===== src/rtl/alu_pipe_if.sv =====
// Handshake and data bundle for alu_pipe: operand/control beat in, result/flag beat out.
// Valid/ready: a beat moves on a cycle where valid & ready are both high at the rising edge;
// the producer holds a presented beat stable until it moves, and ready never waits on valid.
interface alu_pipe_if #(
  parameter int WIDTH = 16
);
  logic             in_valid;
  logic             in_ready;
  logic [WIDTH-1:0] x;
  logic [WIDTH-1:0] y;
  logic [5:0]       ctrl;
  logic             out_valid;
  logic             out_ready;
  logic [WIDTH-1:0] result;
  logic             zr;
  logic             ng;
  logic             co;
  // Pipeline occupancy {s2_valid, s1_valid}, exported for checkers.
  logic [1:0]       dbg_occ;

  modport master (
    output in_valid, x, y, ctrl, out_ready,
    input  in_ready, out_valid, result, zr, ng, co, dbg_occ
  );

  modport slave (
    input  in_valid, x, y, ctrl, out_ready,
    output in_ready, out_valid, result, zr, ng, co, dbg_occ
  );
endinterface


===== src/rtl/alu_pipe.sv =====
// Two-stage pipelined Hack-style ALU: stage 1 conditions the operands, stage 2 computes
// the result and zr/ng/co flags. Both stages stall under output backpressure.
module alu_pipe #(
  parameter int WIDTH = 16
) (
  input  logic       clk,
  input  logic       rst_n,
  alu_pipe_if.slave  bus
);

  // Stage 1 registers: conditioned operands plus the function/negate-output bits.
  logic             s1_valid_q, s1_valid_d;
  logic [WIDTH-1:0] s1_x_q, s1_x_d;
  logic [WIDTH-1:0] s1_y_q, s1_y_d;
  logic             s1_f_q, s1_f_d;
  logic             s1_no_q, s1_no_d;

  // Stage 2 registers: the delivered result and its flags.
  logic             s2_valid_q, s2_valid_d;
  logic [WIDTH-1:0] result_q, result_d;
  logic             zr_q, zr_d;
  logic             ng_q, ng_d;
  logic             co_q, co_d;

  logic             s2_load;
  logic             s1_load;
  logic             accept;

  logic             zx, nx, zy, ny, fn, no;
  logic [WIDTH-1:0] x_cond, y_cond;
  logic [WIDTH:0]   sum;
  logic [WIDTH-1:0] s_low;
  logic [WIDTH-1:0] res_next;

  assign {zx, nx, zy, ny, fn, no} = bus.ctrl;

  // A stage advances when it is empty or its consumer takes its content this cycle.
  assign s2_load = !s2_valid_q || bus.out_ready;
  assign s1_load = !s1_valid_q || s2_load;
  assign accept  = bus.in_valid && s1_load;

  always_comb begin
    x_cond = zx ? '0 : bus.x;
    x_cond = nx ? ~x_cond : x_cond;
    y_cond = zy ? '0 : bus.y;
    y_cond = ny ? ~y_cond : y_cond;
  end

  always_comb begin
    s1_valid_d = s1_valid_q;
    s1_x_d     = s1_x_q;
    s1_y_d     = s1_y_q;
    s1_f_d     = s1_f_q;
    s1_no_d    = s1_no_q;
    if (s1_load) begin
      s1_valid_d = accept;
    end
    if (accept) begin
      s1_x_d  = x_cond;
      s1_y_d  = y_cond;
      s1_f_d  = fn;
      s1_no_d = no;
    end
  end

  // Carry is taken from the raw sum so the output negation cannot disturb it.
  always_comb begin
    sum      = {1'b0, s1_x_q} + {1'b0, s1_y_q};
    s_low    = s1_f_q ? sum[WIDTH-1:0] : (s1_x_q & s1_y_q);
    res_next = s1_no_q ? ~s_low : s_low;
  end

  always_comb begin
    s2_valid_d = s2_valid_q;
    result_d   = result_q;
    zr_d       = zr_q;
    ng_d       = ng_q;
    co_d       = co_q;
    if (s2_load) begin
      s2_valid_d = s1_valid_q;
      if (s1_valid_q) begin
        result_d = res_next;
        zr_d     = (res_next == '0);
        ng_d     = res_next[WIDTH-1];
        co_d     = s1_f_q & sum[WIDTH];
      end
    end
  end

  always_ff @(posedge clk) begin
    if (!rst_n) begin
      s1_valid_q <= 1'b0;
      s1_x_q     <= '0;
      s1_y_q     <= '0;
      s1_f_q     <= 1'b0;
      s1_no_q    <= 1'b0;
      s2_valid_q <= 1'b0;
      result_q   <= '0;
      zr_q       <= 1'b0;
      ng_q       <= 1'b0;
      co_q       <= 1'b0;
    end else begin
      s1_valid_q <= s1_valid_d;
      s1_x_q     <= s1_x_d;
      s1_y_q     <= s1_y_d;
      s1_f_q     <= s1_f_d;
      s1_no_q    <= s1_no_d;
      s2_valid_q <= s2_valid_d;
      result_q   <= result_d;
      zr_q       <= zr_d;
      ng_q       <= ng_d;
      co_q       <= co_d;
    end
  end

  assign bus.in_ready  = s1_load;
  assign bus.out_valid = s2_valid_q;
  assign bus.result    = result_q;
  assign bus.zr        = zr_q;
  assign bus.ng        = ng_q;
  assign bus.co        = co_q;
  assign bus.dbg_occ   = {s2_valid_q, s1_valid_q};

endmodule


===== src/flat_wrapper.sv =====
// flat-port wrapper written by rule: the top's interface ports become plain ports
module alu_pipe_flat 
#(
  parameter int WIDTH = 16
)
  (clk, rst_n, bus_in_valid, bus_x, bus_y, bus_ctrl, bus_out_ready, bus_in_ready, bus_out_valid, bus_result, bus_zr, bus_ng, bus_co, bus_dbg_occ);
  alu_pipe_if #(.WIDTH(WIDTH)) bus_i ();
  input  logic clk;
  input  logic rst_n;
  input wire logic [$bits(bus_i.in_valid)-1:0] bus_in_valid;
  input wire logic [$bits(bus_i.x)-1:0] bus_x;
  input wire logic [$bits(bus_i.y)-1:0] bus_y;
  input wire logic [$bits(bus_i.ctrl)-1:0] bus_ctrl;
  input wire logic [$bits(bus_i.out_ready)-1:0] bus_out_ready;
  output wire logic [$bits(bus_i.in_ready)-1:0] bus_in_ready;
  output wire logic [$bits(bus_i.out_valid)-1:0] bus_out_valid;
  output wire logic [$bits(bus_i.result)-1:0] bus_result;
  output wire logic [$bits(bus_i.zr)-1:0] bus_zr;
  output wire logic [$bits(bus_i.ng)-1:0] bus_ng;
  output wire logic [$bits(bus_i.co)-1:0] bus_co;
  output wire logic [$bits(bus_i.dbg_occ)-1:0] bus_dbg_occ;
  assign bus_i.in_valid = bus_in_valid;
  assign bus_i.x = bus_x;
  assign bus_i.y = bus_y;
  assign bus_i.ctrl = bus_ctrl;
  assign bus_i.out_ready = bus_out_ready;
  assign bus_in_ready = bus_i.in_ready;
  assign bus_out_valid = bus_i.out_valid;
  assign bus_result = bus_i.result;
  assign bus_zr = bus_i.zr;
  assign bus_ng = bus_i.ng;
  assign bus_co = bus_i.co;
  assign bus_dbg_occ = bus_i.dbg_occ;
  alu_pipe #(.WIDTH(WIDTH)) u_core (.clk(clk), .rst_n(rst_n), .bus(bus_i));
endmodule

===== config.mk =====
export PLATFORM = sky130hd
export DESIGN_NAME = alu_pipe_flat
export DESIGN_NICKNAME = d
export VERILOG_FILES = /design/src/rtl/alu_pipe_if.sv /design/src/rtl/alu_pipe.sv /design/src/flat_wrapper.sv
export SDC_FILE = /design/constraint.sdc
export NUM_CORES = 1
export LEC_CHECK = 0
export BUFFER_PORTS_ARGS = -buffer_cell sky130_fd_sc_hd__buf_2
export CAP_MARGIN = 0
export CORE_MARGIN = 2
export CORE_UTILIZATION = 51
export CTS_BUF_LIST = sky130_fd_sc_hd__clkbuf_16
export DETAILED_ROUTE_END_ITERATION = 8
export PLACE_DENSITY = 0.79
export SLEW_MARGIN = 15
export SYNTH_ARGS = -nofsm -noshare
export SYNTH_HDL_FRONTEND = slang
export SYNTH_SLANG_ARGS = --single-unit

===== constraint.sdc =====
create_clock -name clk -period 3.6 [get_ports clk]
set_input_delay 0 -clock clk [delete_from_list [all_inputs] [get_ports clk]]
set_output_delay 0 -clock clk [all_outputs]
set_load 0.02 [all_outputs]

* Word-level counts from Yosys, hierarchy flattened *
Index checks and enable logic that the tools add are counted.

storage, ports and cells
  register bits = 55
  latch bits = 0
  bits in writable memories = 0
  bits in read-only memories = 0
  output and inout port bits = 23
  memories = 0

operators by class
  add/subtract/negate cells = 1
  multiply operators = 0
  divide/modulo/power cells = 0
  order comparisons = 0
  equality and inequality tests = 0
  shift operators = 0
  mux-type cells = 6
  bitwise gates (word level) = 5
  reductions and logical operators = 7

operators with widths
  kind                                       count
  16-bit two-way mux                         6
  16-bit inverter                            3
  16-bit by 16-bit adder with 17-bit output  1
  16-bit AND                                 1
  16-bit zero test                           1
  1-bit zero test                            2
  1-bit logical OR                           2
  2-bit AND reduction                        1
  1-bit AND                                  1
  1-bit logical AND                          1

* Longest topological paths before layout *
Gate-level depths: netlist (run 1).

  word-level depth = 5
  gate-level depth with buffers = 10

* Least setup slack after synthesis (run 1) *
OpenSTA, ideal clock, no wires.

  kind = register to register
  from = reg u_core.s1_y_q[0]
  to = reg u_core.zr_q, in the netlist u_core.bus.zr
  library setup time = 0.121 ns
  arrival time = 2.619 ns
  setup slack = 0.860 ns
  cell stages (with the launch flop) = 11
  path buffers = 0
  period minus slack after synthesis = 2.740 ns
  cell sequence = dfxtp_1 -> ha_1 -> fa_1 -> a211oi_1 -> o21ai_1 -> nor4bb_1 -> a2111oi_0 -> o32ai_1 -> and4_1 -> o221ai_1 -> o21ai_1

on the way
  longest elaborated chain between the ends = 5
  elaborated cells on any way between the ends = 6
  those cells by class = 1 x add/sub; 2 x mux; 2 x bitwise; 1 x reduce/logical

ends and longest elaborated chain
  what                                                                     line                            RTL
  start, declared                                                          alu_pipe.sv:14                  logic [WIDTH-1:0] s1_y_q, s1_y_d;
  start signal, assigned                                                   alu_pipe.sv:105                 s1_y_q <= s1_y_d;
  16-bit by 16-bit adder with 17-bit output or 16-bit AND (tied branches)  alu_pipe.sv:68, alu_pipe.sv:69
  16-bit two-way mux (*)                                                   alu_pipe.sv:69                  s_low = s1_f_q ? sum[WIDTH-1:0] : (s1_x_q & s1_y_q);
  16-bit inverter                                                          alu_pipe.sv:70                  res_next = s1_no_q ? ~s_low : s_low;
  16-bit two-way mux (*)                                                   alu_pipe.sv:70
  16-bit zero test (*)                                                     alu_pipe.sv:83                  zr_d = (res_next == '0);
  end signal, assigned                                                     alu_pipe.sv:110                 zr_q <= zr_d;
  end, declared                                                            alu_pipe.sv:21                  logic zr_q, zr_d;

Every way passes the cells marked *; elsewhere a longest branch is shown, timed or not.
A chain may end at the register's enable or synchronous reset.

* Worst setup path after layout (run 1) *
Same ends and word-level chain as after synthesis.

==> results of run 1 <==
## cell usage after synthesis, types with 7 or more instances
library cell	number	area share, %
dfxtp_1	54	27
and2_1	16	2.5
clkbuf_1	27	2.5
a21o_1	9	1.7
o211a_1	34	8.6
ha_1	16	5.0
o21ai_0	22	2.8
xor2_1	11	2.4
a21oi_1	8	1.0
a211oi_1	12	2.3
nor2b_1	38	6.0
nand2_1	68	6.4
nor2_1	16	1.5
nand3_1	7	0.88
xnor2_1	38	8.4
## worst paths after layout
| check | cells past startpoint | to | slack, ns | startpoint |
|---|---|---|---|---|
| setup / recovery | 10 | u_core.bus.zr | 0.46 | u_core.s1_y_q[0] |
| hold / removal | 3 | u_core.bus.out_valid | 0.07 | bus_out_ready |
| setup reg to reg | 10 | u_core.bus.zr | 0.46 | u_core.s1_y_q[0] |
| hold reg to reg | 2 | u_core.bus.zr | 0.46 | u_core.bus.zr |
## metal layers
| metal | vias up | track usage (%) | wire, um |
|---|---|---|---|
| li1 | 1802 | - | - |
| met1 | 1609 | 28.6 | 4240 |
| met2 | 104 | 35.2 | 3920 |
| met3 | 21 | 3.01 | 409 |
| met4 | 0 | 6.59 | 231 |
| met5 | - | 0 | 0 |
## kinds of logic after synthesis
group | synth area share (%)
AO/OA/AOI/OAI | 25.4
XOR/XNOR | 10.8
adder cells (fa/ha/maj) | 5.54
buffers and inverters | 5.13
flip-flops | 27.2
multiplexers | 1.79
AND/OR/NAND/NOR | 24.2
## power groups by stage
stage	registers, mW	logic [mW]	clock network (mW)
3_5_place_dp	0.678	0.444	0
5_1_grt	0.670	0.502	0.574
6_report	0.665	0.451	0.543
4_1_cts	0.665	0.450	0.553
2_1_floorplan	0.684	0.337	0
3_3_place_gp	0.676	0.434	0
## worst max-delay path, cell delays in order, from the launching register on
cell and delay (ns):
dfxtp_1 0.32, ha_1 0.26, fa_1 0.45, a211oi_1 0.27, o21ai_1 0.16, nor4bb_1 0.16, a2111oi_0 0.80, o32ai_1 0.15
and4_1 0.23, o221ai_1 0.15, o21ai_1 0.07
## registers in the layout (all words and copies together) (netlist names)
signal and cells:
u_core.bus.ng 1, u_core.s1_x_q 16, u_core.bus.zr 1, u_core.bus.out_valid 1, u_core.s1_valid_q 1, u_core.s1_y_q 16
u_core.bus.result 15, u_core.s1_no_q 1, u_core.bus.co 1, u_core.s1_f_q 1
## final cells by class
type / count / area, sq um / share of cell area, %
clock buffers: 5 / 125 / 2.80
clock inverters: 3 / 41.3 / 0.924
inverters: 5 / 18.8 / 0.420
multi-input cells: 385 / 2690 / 60.3
flip-flops and latches: 54 / 1080 / 24.2
well taps: 102 / 128 / 2.86
repair buffers: 71 / 380 / 8.52
## what timing repair did
item,4_1_cts,5_1_grt
setup endpoints to repair,0,0
endpoints found under the hold margin,3,0
hold buffers,3,0
==> key figures, run 1 <==
Clock tree
  – Clk buf depth: 2
  – Reg clk slew, reported paths: 0.07 ns
  – Postcts setup bufs: 0
  – Clock root cell: clkbuf_16
  – CTS tree: yes
  – Resize count post-CTS: 0
  – # H-tree levels: 2
  – TritonCTS buffer count: 5
  – Later-pin clock latency in the skew report: 0.30 ns
  – # clock sinks: 54

Route
  – Antenna viol nets, final: 0
  – Drt via density: 5.66
  – Total routed wirelength: 8800 um
  – Initial DRC Count: 218
  – Average wire per standard cell: 14.1 um
  – TritonRoute pass-1 iters: 5
  – Residual DRC: 0
  – Vias: 3536

Global routing
  – Vias in the first global route: 3303
  – Largest net degree at the start of global routing: 57
  – Initial antenna violation count: 0
  – Global-route wire length before repair: 15100 um
  – GRT Util Overall: 21.2%
  – GR Overflow Total: 0

STA
  – Setup Viol. Count Final: 0
  – Maximum clock frequency: 318 MHz
  – Unrepaired setup endpoints after global routing: false
  – Min Hold Slack: 0.0683 ns
  – Tcrit/Tclk final: 87.3%
  – PnR worst setup slack: 0.459 ns
  – Final Hold Violating Endpoints: 0
  – Slew @ Worst Pin: 0.895 ns
  – Final Skew: 0.00850 ns
  – Slew Limit Headroom: 38.8%
  – Max Transition Viols Final: 0
  – Final min period: 3.14 ns
  – Setup TNS Final: 0 ns

Run
  – Max Cap Viol: 0

Cells and area
  – Final instance count without filler cells: 625
  – Fillers: 698
  – Commonest non-fill, non-tap cell in the layout: nand2_1
  – Final instance area: 4470 sq um
  – Fin nets: 581
  – Layout cells sized above 1: 15.1%
  – # diodes: 0
  – Most frequent cells in the layout: nand2_1, buf_2, dfxtp_1
  – Post-layout util: 58.4%
  – Synth-to-layout area growth: 12.3%

Floorplan
  – Die area: 8520 sq um
  – Initial Util: 52.0%
  – Row count: 32
  – Die width: 92.3 um
  – I/O Pins: 65
  – Core area: 7650 sq um
  – Die Height: 92.3 um

Place
  – Placed cell area: 4270 sq um
  – Post-DP HPWL: 6570 um
  – DP Cell Count: 614
  – GP Congestion: 0.948
  – PortBufs: 64
  – Pre-CTS setup slack: 0.518 ns

Pwr
  – Clk pwr share: 32.7%
  – Power, Total: 1.66 mW
  – Combinational share of power: 27.2%
  – Pwr/cell area: 371 nW/um^2
  – Psw: 0.498 mW
  – Int Power: 1.16 mW
  – P_leak: 2.14 nW
  – Max IR drop VDD: 0.219 mV
  – Switching share of power: 30.0%
  – Reg power frac: 40.1%

Synthesis
  – EDFF count, synth: 0
  – Syn Inst Count: 486
  – Avg Inst Size Synth: 8.18 sq um
  – Synth unique cells: 61
  – Syn_nets: 545
  – Cell Area, Synth: 3980 sq um
  – Main synth FF type: dfxtp_1
  – Post-synth ARST share: 0%
  – Register area share after synthesis: 27.2%
  – YS warnings: 0
  – Seq cells post-synth: 54

Worst setup path
  – CP Class: reg -> reg
  – Arrival time at the worst endpoint: 3.32 ns
  – CP endpoint kind: register
  – CP Launch Type: register
  – Crit-path max FO: 5
  – CP required: 3.78 ns

Min path
  – Worst min-delay path class: in -> reg

Outcome
  – Status: complete, no violations
Note: power is estimated with default switching activity, not from simulation.
==> run 2: changes to the inputs <==
--- a/config.mk
+++ b/config.mk
@@ -5,13 +5,16 @@
 export SDC_FILE = /design/constraint.sdc
 export NUM_CORES = 1
 export LEC_CHECK = 0
+export ABC_AREA = 1
 export BUFFER_PORTS_ARGS = -buffer_cell sky130_fd_sc_hd__buf_2
 export CAP_MARGIN = 0
+export CELL_PAD_IN_SITES_DETAIL_PLACEMENT = 1
+export CELL_PAD_IN_SITES_GLOBAL_PLACEMENT = 2
 export CORE_MARGIN = 2
-export CORE_UTILIZATION = 51
+export CORE_UTILIZATION = 30
 export CTS_BUF_LIST = sky130_fd_sc_hd__clkbuf_16
 export DETAILED_ROUTE_END_ITERATION = 8
-export PLACE_DENSITY = 0.79
+export PLACE_DENSITY = 0.86
 export SLEW_MARGIN = 15
 export SYNTH_ARGS = -nofsm -noshare
 export SYNTH_HDL_FRONTEND = slang
==> key figures, run 2 <==
Synthesis
  – Top cells by count, synth: nand2_1, inv_1, nand3_1
  – Area share of the largest cell type after synthesis: 28.4% (+1.2 points)
  – EDFF count, synth: 0 (unchanged)
  – Main synth FF type: dfxtp_1
  – Seq cells post-synth: 54 (unchanged)
  – Top cells by area, synth: dfxtp_1, nand2_1, xor2_1
  – Count leader, synth: nand2_1
  – Syn Inst Count: 599 (+23%)
  – YS warnings: 0 (unchanged)
  – Avg Inst Size Synth: 6.35 sq um (-22%)
  – Register area share after synthesis: 28.4% (+1.2 points)
  – Synth unique cells: 28 (-54%)
  – Leading area contributor after synthesis: dfxtp_1
  – Syn_nets: 658 (+21%)
  – Post-synth ARST share: 0% (unchanged)
  – Cell Area, Synth: 3810 sq um (-4.3%)

Route
  – Initial DRC Count: 125 (-43%)
  – Drt via density: 4.65 (-18%)
  – Average wire per standard cell: 13.4 um (-4.8%)
  – TritonRoute pass-1 iters: 4 (-1)
  – Antenna viol nets, final: 0 (unchanged)
  – Total routed wirelength: 10900 um (+24%)
  – Residual DRC: 0 (unchanged)
  – Vias: 3797 (+7.4%)

Clock tree
  – TritonCTS buffer count: 5 (unchanged)
  – # clock sinks: 54 (unchanged)
  – # H-tree levels: 2 (unchanged)
  – Reg clk slew, reported paths: 0.07 ns (about the same)
  – Postcts setup bufs: 0 (unchanged)
  – CTS tree: yes
  – Clk buf depth: 2 (unchanged)
  – Later-pin clock latency in the skew report: 0.30 ns (about the same)
  – Clock root cell: clkbuf_16
  – Hold Buf Count CTS: 2 (-1)
  – Resize count post-CTS: 0 (unchanged)

Global routing
  – Largest net degree at the start of global routing: 63 (+11%)
  – Global-route wire length before repair: 18300 um (+21%)
  – Vias in the first global route: 3798 (+15%)
  – GRT Util Overall: 16.9% (-4.3 points)
  – GR Overflow Total: 0 (unchanged)
  – Initial antenna violation count: 0 (unchanged)

Run
  – Max Cap Viol: 0 (unchanged)

Pwr
  – Clk pwr share: 32.6% (about the same)
  – Switching share of power: 32.8% (+2.9 points)
  – Combinational share of power: 27.4% (+0.2 points)
  – Psw: 0.554 mW (+11%)
  – Max IR drop VDD: 0.197 mV (-9.8%)
  – Int Power: 1.13 mW (-2.5%)
  – Reg power frac: 40.0% (about the same)
  – Pwr/cell area: 383 nW/um^2 (+3.2%)
  – P_leak: 2.29 nW (+7.1%)

Cells and area
  – Synth-to-layout area growth: 15.6%
  – # diodes: 0 (unchanged)
  – Post-layout util: 35.1% (-23 points)
  – Fin nets: 703 (+21%)
  – Final instance area: 4400 sq um (-1.5%)
  – Commonest non-fill, non-tap cell in the layout: nand2_1
  – Layout cells sized above 1: 14.3% (-0.82 points)
  – Most frequent cells in the layout: nand2_1, buf_2, inv_1

Worst setup path
  – Most used cell, CP: nand2_1
  – RR Startpoint: u_core.s1_y_q[0]
  – CP Launch Type: register
  – CP startpoint: u_core.s1_y_q[0]
  – Arrival time at the worst endpoint: 2.48 ns (-0.84 ns)
  – CP max-delay cell: fa_1
  – CP required: 3.83 ns (+0.05 ns)
  – CP Class: reg -> reg
  – Crit-path max FO: 4 (-1)
  – Crit-path cells: ha_1 > fa_1 > nand2_1 > nand2_1 > nand3_2 > nand2_2 > nand2_1 > nand3_1 > nand3_1 > nand3_1 > nand2_1 > nand2_1 > nor2_1 > nand3_1 > a21oi_2
  – Peak per-stage delay on the critical path: 0.42 ns (-0.38 ns)
  – CP top delay family: simple AND/OR/NAND/NOR gates
  – CP bufs+invs: 0 (unchanged)
  – R2r setup slk: 1.35 ns (+0.89 ns)
  – CP endpoint kind: register

STA
  – Unrepaired setup endpoints after global routing: false
  – Slew @ Worst Pin: 0.797 ns (-0.0970 ns)
  – Max Transition Viols Final: 0 (unchanged)
  – Slew Limit Headroom: 46.8% (+8.0 points)
  – Final Skew: 0.00994 ns (+0.00144 ns)
  – Maximum clock frequency: 444 MHz (+40%)
  – Final Hold Violating Endpoints: 0 (unchanged)
  – Final min period: 2.25 ns (-0.890 ns)
  – Tcrit/Tclk final: 62.5% (-25 points)
  – Setup TNS Final: 0 ns (unchanged)
  – Setup Viol. Count Final: 0 (unchanged)

Place
  – PortBufs: 64 (unchanged)
  – Post-DP HPWL: 8530 um (+30%)
  – GP Congestion: 0.800 (-16%)
  – Placed cell area: 4220 sq um (-1.3%)

Floorplan
  – Die Height: 117 um (+26%)
  – Initial Util: 30.4% (-22 points)
  – Die area: 13600 sq um (+60%)
  – Die width: 117 um (+26%)
  – I/O Pins: 65 (unchanged)
  – Row count: 41 (+28%)
  – Core area: 12500 sq um (+64%)

Min path
  – Hold path start: bus_ctrl[1]
  – Worst min-delay path class: in -> reg

Outcome
  – Status: complete, no violations
[run 2: cell families (layout without fill, tap and decap cells)]
group / Yosys count / count (layout) / synth area share, %
and+or+nand+nor: 296 / 296 / 33.3
AOI/OAI and AO/OA: 99 / 99 / 13.9
buffers and inverters: 97 / 142 / 10.3
DFF: 54 / 54 / 28.4
xor gates and xnor gates: 36 / 36 / 8.28
adders and majority gates: 17 / 17 / 5.79
[run 2: path summary, 6_finish.rpt]
kind,cells past startpoint,to
setup / recovery,15,u_core.bus.zr
hold / removal,3,u_core.s1_f_q
setup reg to reg,15,u_core.bus.zr
hold reg to reg,2,u_core.bus.co
[run 2: metrics by stage]
stage          instances  hold WS (ns)  total power [mW]  setup slack, ns
6_report             816        0.0272              1.69             1.35
3_3_place_gp         807         0.288              1.13             1.41
4_1_cts              816        0.0148              1.72             1.29
5_1_grt              816        0.0609              1.80             1.07
3_5_place_dp         807         0.301              1.15             1.33
2_1_floorplan        599         0.193              1.02             1.63
[run 2: worst register-to-register path, delay by kind of cell, from the launching register on]
family / cells / cell delay [ns]
AOI/OAI and AO/OA: 1 / 0.11
DFF: 1 / 0.32
and+or+nand+nor: 12 / 1.07
adders and majority gates: 2 / 0.67
[run 2: area by class of cell]
type	instances	area [sq um]
clock buffer	5	125
inverter	67	251
fill	1712	8120
multi-input combinational	448	2330
sequential	54	1080
tap	172	215
clock inverter	2	38.8
timing repair buffer	68	355
[run 2: power by group through the flow]
stage	Clock, mW	Sequential, mW	Combinational, mW
after floorplan	0	0.694	0.328
after global placement	0	0.687	0.447
after global routing	0.587	0.681	0.532
after CTS	0.574	0.676	0.468
final	0.550	0.675	0.462
after detailed placement	0	0.689	0.462
[run 2: layer usage]
layer	GRT usage, %	up-vias	share of wire (%)
li1	-	2000	-
met1	23.4	1724	53
met2	27.5	68	43
met3	2.75	5	3.6
met4	4.24	0	0.68
met5	0	-	0
==> run 3: changes to the inputs <==
--- a/config.mk
+++ b/config.mk
@@ -11,10 +11,10 @@
 export CELL_PAD_IN_SITES_DETAIL_PLACEMENT = 1
 export CELL_PAD_IN_SITES_GLOBAL_PLACEMENT = 2
 export CORE_MARGIN = 2
-export CORE_UTILIZATION = 30
+export CORE_UTILIZATION = 27
 export CTS_BUF_LIST = sky130_fd_sc_hd__clkbuf_16
 export DETAILED_ROUTE_END_ITERATION = 8
-export PLACE_DENSITY = 0.86
+export PLACE_DENSITY = 0.82
 export SLEW_MARGIN = 15
 export SYNTH_ARGS = -nofsm -noshare
 export SYNTH_HDL_FRONTEND = slang
==> constraint.sdc (replaced) <==
create_clock -name clk -period 1.96 [get_ports clk]
set_input_delay 0 -clock clk [delete_from_list [all_inputs] [get_ports clk]]
set_output_delay 0 -clock clk [all_outputs]
set_load 0.02 [all_outputs]
==> key figures, run 3 (same netlist as run 2, synthesis figures left out) <==
Cells and area
  – Area of the multi-input gates: 2810 sq um (+21%)
  – Final instance area: 5290 sq um (+20%)
  – Register area: 1100 sq um (+2.0%)
  – Synth-to-layout area growth: 38.9%
  – Fillers: 1784 (+4.2%)
  – Commonest non-fill, non-tap cell in the layout: nand2_1
  – # diodes: 0 (unchanged)
  – Most frequent cells in the layout: nand2_1, buf_2, inv_1
  – Layout cells sized above 1: 34.4% (+20 points)
  – Fin nets: 752 (+7.0%)

Clock tree
  – Later-pin clock latency in the skew report: 0.31 ns (about the same)
  – # clock sinks: 54 (unchanged)
  – # H-tree levels: 2 (unchanged)
  – Reg clk slew, reported paths: 0.08 ns (about the same)
  – Clk buf depth: 2 (unchanged)
  – CTS tree: yes
  – Clock root cell: clkbuf_16
  – TritonCTS buffer count: 5 (unchanged)

Pwr
  – Combinational share of power: 33.6% (+6.2 points)
  – Pwr/cell area: 659 nW/um^2 (+72%)
  – Reg power frac: 36.3% (-3.7 points)
  – Psw: 1.18 mW (+110%)
  – Power, Total: 3.49 mW (+110%)
  – P_leak: 2.63 nW (+15%)
  – Int Power: 2.31 mW (+100%)
  – Clk pwr share: 30.1% (-2.5 points)
  – Max IR drop VDD: 0.322 mV (+63%)
  – Switching share of power: 33.8% (+0.97 points)

STA
  – Unrepaired setup endpoints after global routing: true
  – Final Hold Violating Endpoints: 0 (unchanged)
  – Final Skew: 0.00648 ns (-0.00346 ns)
  – Maximum clock frequency: 479 MHz (+7.7%)
  – Max Transition Viols Final: 0 (unchanged)
  – Final min period: 2.09 ns (-0.162 ns)
  – Tcrit/Tclk final: 107% (+44 points)
  – Setup TNS Final: -0.141 ns (-0.141 ns)
  – Min Hold Slack: 0.0175 ns (-0.00969 ns)
  – Slew Limit Headroom: 63.8% (+17 points)
  – Setup Viol. Count Final: 2 (+2)
  – Slew @ Worst Pin: 0.542 ns (-0.256 ns)
  – PnR worst setup slack: -0.130 ns (-1.48 ns)

Min path
  – Hold path start: rst_n
  – WHS Path Cells: 3 (unchanged)
  – Hold Crit Endpoint: u_core.s1_y_q[5]
  – Worst min-delay path class: in -> reg

Worst setup path
  – CP required: 2.20 ns (-1.63 ns)
  – CP endpoint kind: register
  – RR Startpoint: u_core.s1_y_q[0]
  – CP Launch Type: register
  – End of the worst register-to-register path: u_core.bus.zr
  – Most used cell, CP: nor2_1
  – Peak per-stage delay on the critical path: 0.52 ns (+0.10 ns)
  – Crit-path cells: ha_4 > fa_2 > nand2_2 > nand2_2 > xor2_2 > nand2_1 > nor2_1 > nand3_1 > nor2_1 > nand2_1 > nor2_1 > nand3_1 > a21oi_2
  – CP Class: reg -> reg
  – R2r setup slk: -0.13 ns (-1.48 ns)
  – Arrival time at the worst endpoint: 2.33 ns (-0.15 ns)
  – CP max-delay cell: fa_2
  – Crit-path max FO: 2 (-2)
  – CP startpoint: u_core.s1_y_q[0]
  – Worst Reg-to-Reg Cells: 13 (-2)

Floorplan
  – I/O Pins: 65 (unchanged)
  – Row count: 43 (+4.9%)
  – Initial Util: 27.5% (-2.9 points)
  – Die area: 15100 sq um (+11%)
  – Core area: 13800 sq um (+10%)
  – Die width: 123 um (+5.2%)
  – Die Height: 123 um (+5.2%)

Route
  – Antenna viol nets, final: 0 (unchanged)
  – Met2 routed WL: 5420 um (+15%)
  – TritonRoute pass-1 iters: 4 (unchanged)
  – Initial DRC Count: 136 (+8.8%)
  – Metal3 WL: 503 um (+29%)
  – Max Used Layer: met4
  – M1 WL: 6100 um (+6.3%)
  – Drt via density: 4.66 (about the same)
  – Average wire per standard cell: 14.0 um (+4.4%)
  – Vias: 4070 (+7.2%)
  – Residual DRC: 0 (unchanged)
  – Total routed wirelength: 12200 um (+12%)

Place
  – GP Congestion: 0.828 (+3.6%)
  – Placed cell area: 4590 sq um (+8.8%)
  – PortBufs: 64 (unchanged)
  – Post-DP HPWL: 9500 um (+11%)
  – Pre-CTS setup slack: -0.215 ns (-1.54 ns)

Global routing
  – Vias in the first global route: 4108 (+8.2%)
  – Initial antenna violation count: 0 (unchanged)
  – Largest net degree at the start of global routing: 65 (+3.2%)
  – GRT Util Overall: 16.7% (-0.16 points)
  – Global-route wire length before repair: 19900 um (+9.0%)
  – GR Overflow Total: 0 (unchanged)

Run
  – Max Cap Viol: 0 (unchanged)

Outcome
  – Status: finished, violations left
  – Violated checks: setup timing
## run 3: final cells by class
type | instances | share of cell area [%]
multi-input combinational | 448 | 53.2
sequential | 54 | 20.8
timing repair buffer | 117 | 13.8
inverter | 67 | 4.76
tap | 180 | 4.26
clock buffer | 5 | 2.37
clock inverter | 3 | 0.828
## run 3: worst max path at each step
stage / end / cells past startpoint
after floorplan: u_core.bus.zr / 13
after global placement: u_core.bus.zr / 13
after detailed placement: u_core.bus.zr / 15
after CTS: u_core.bus.zr / 13
after global routing: u_core.bus.zr / 13
final: u_core.bus.zr / 13
## run 3: routing by layer
layer / track usage, % / vias to the layer above
li1: - / 2104
met1: 22.9 / 1870
met2: 26.9 / 82
met3: 2.79 / 14
met4: 5.24 / 0
met5: 0 / -
## run 3: power groups by stage
stage	Sequential [mW]	Clock, mW	Combinational, mW
3_3_place_gp	1.26	0	0.990
6_report	1.26	1.05	1.17
3_5_place_dp	1.26	0	1.02
5_1_grt	1.28	1.11	1.32
2_1_floorplan	1.28	0	0.603
4_1_cts	1.25	1.08	1.08
## run 3: through the flow
stage / utilization (%) / instances
after CTS: 35.4 / 876
after global routing: 38.2 / 874
after floorplan: - / 599
after global placement: 33.2 / 863
after detailed placement: 33.2 / 863
final: 38.2 / 874
## run 3: critical path: cells and delay by family (launching register included)
| kind | cells | cell delay, ns |
|---|---|---|
| xor gates and xnor gates | 1 | 0.15 |
| adders and majority gates | 2 | 0.68 |
| AOI/OAI and AO/OA | 1 | 0.12 |
| DFF | 1 | 0.34 |
| and+or+nand+nor | 9 | 0.72 |
## run 3: repair_timing
item	CTS	global route
endpoints found under the setup margin	12	16
hold buffers	1	0
hold endpoints to repair	1	0
gates cloned	0	0
resized for setup	25	101
buffers inserted	4	2
pin swaps	11	35
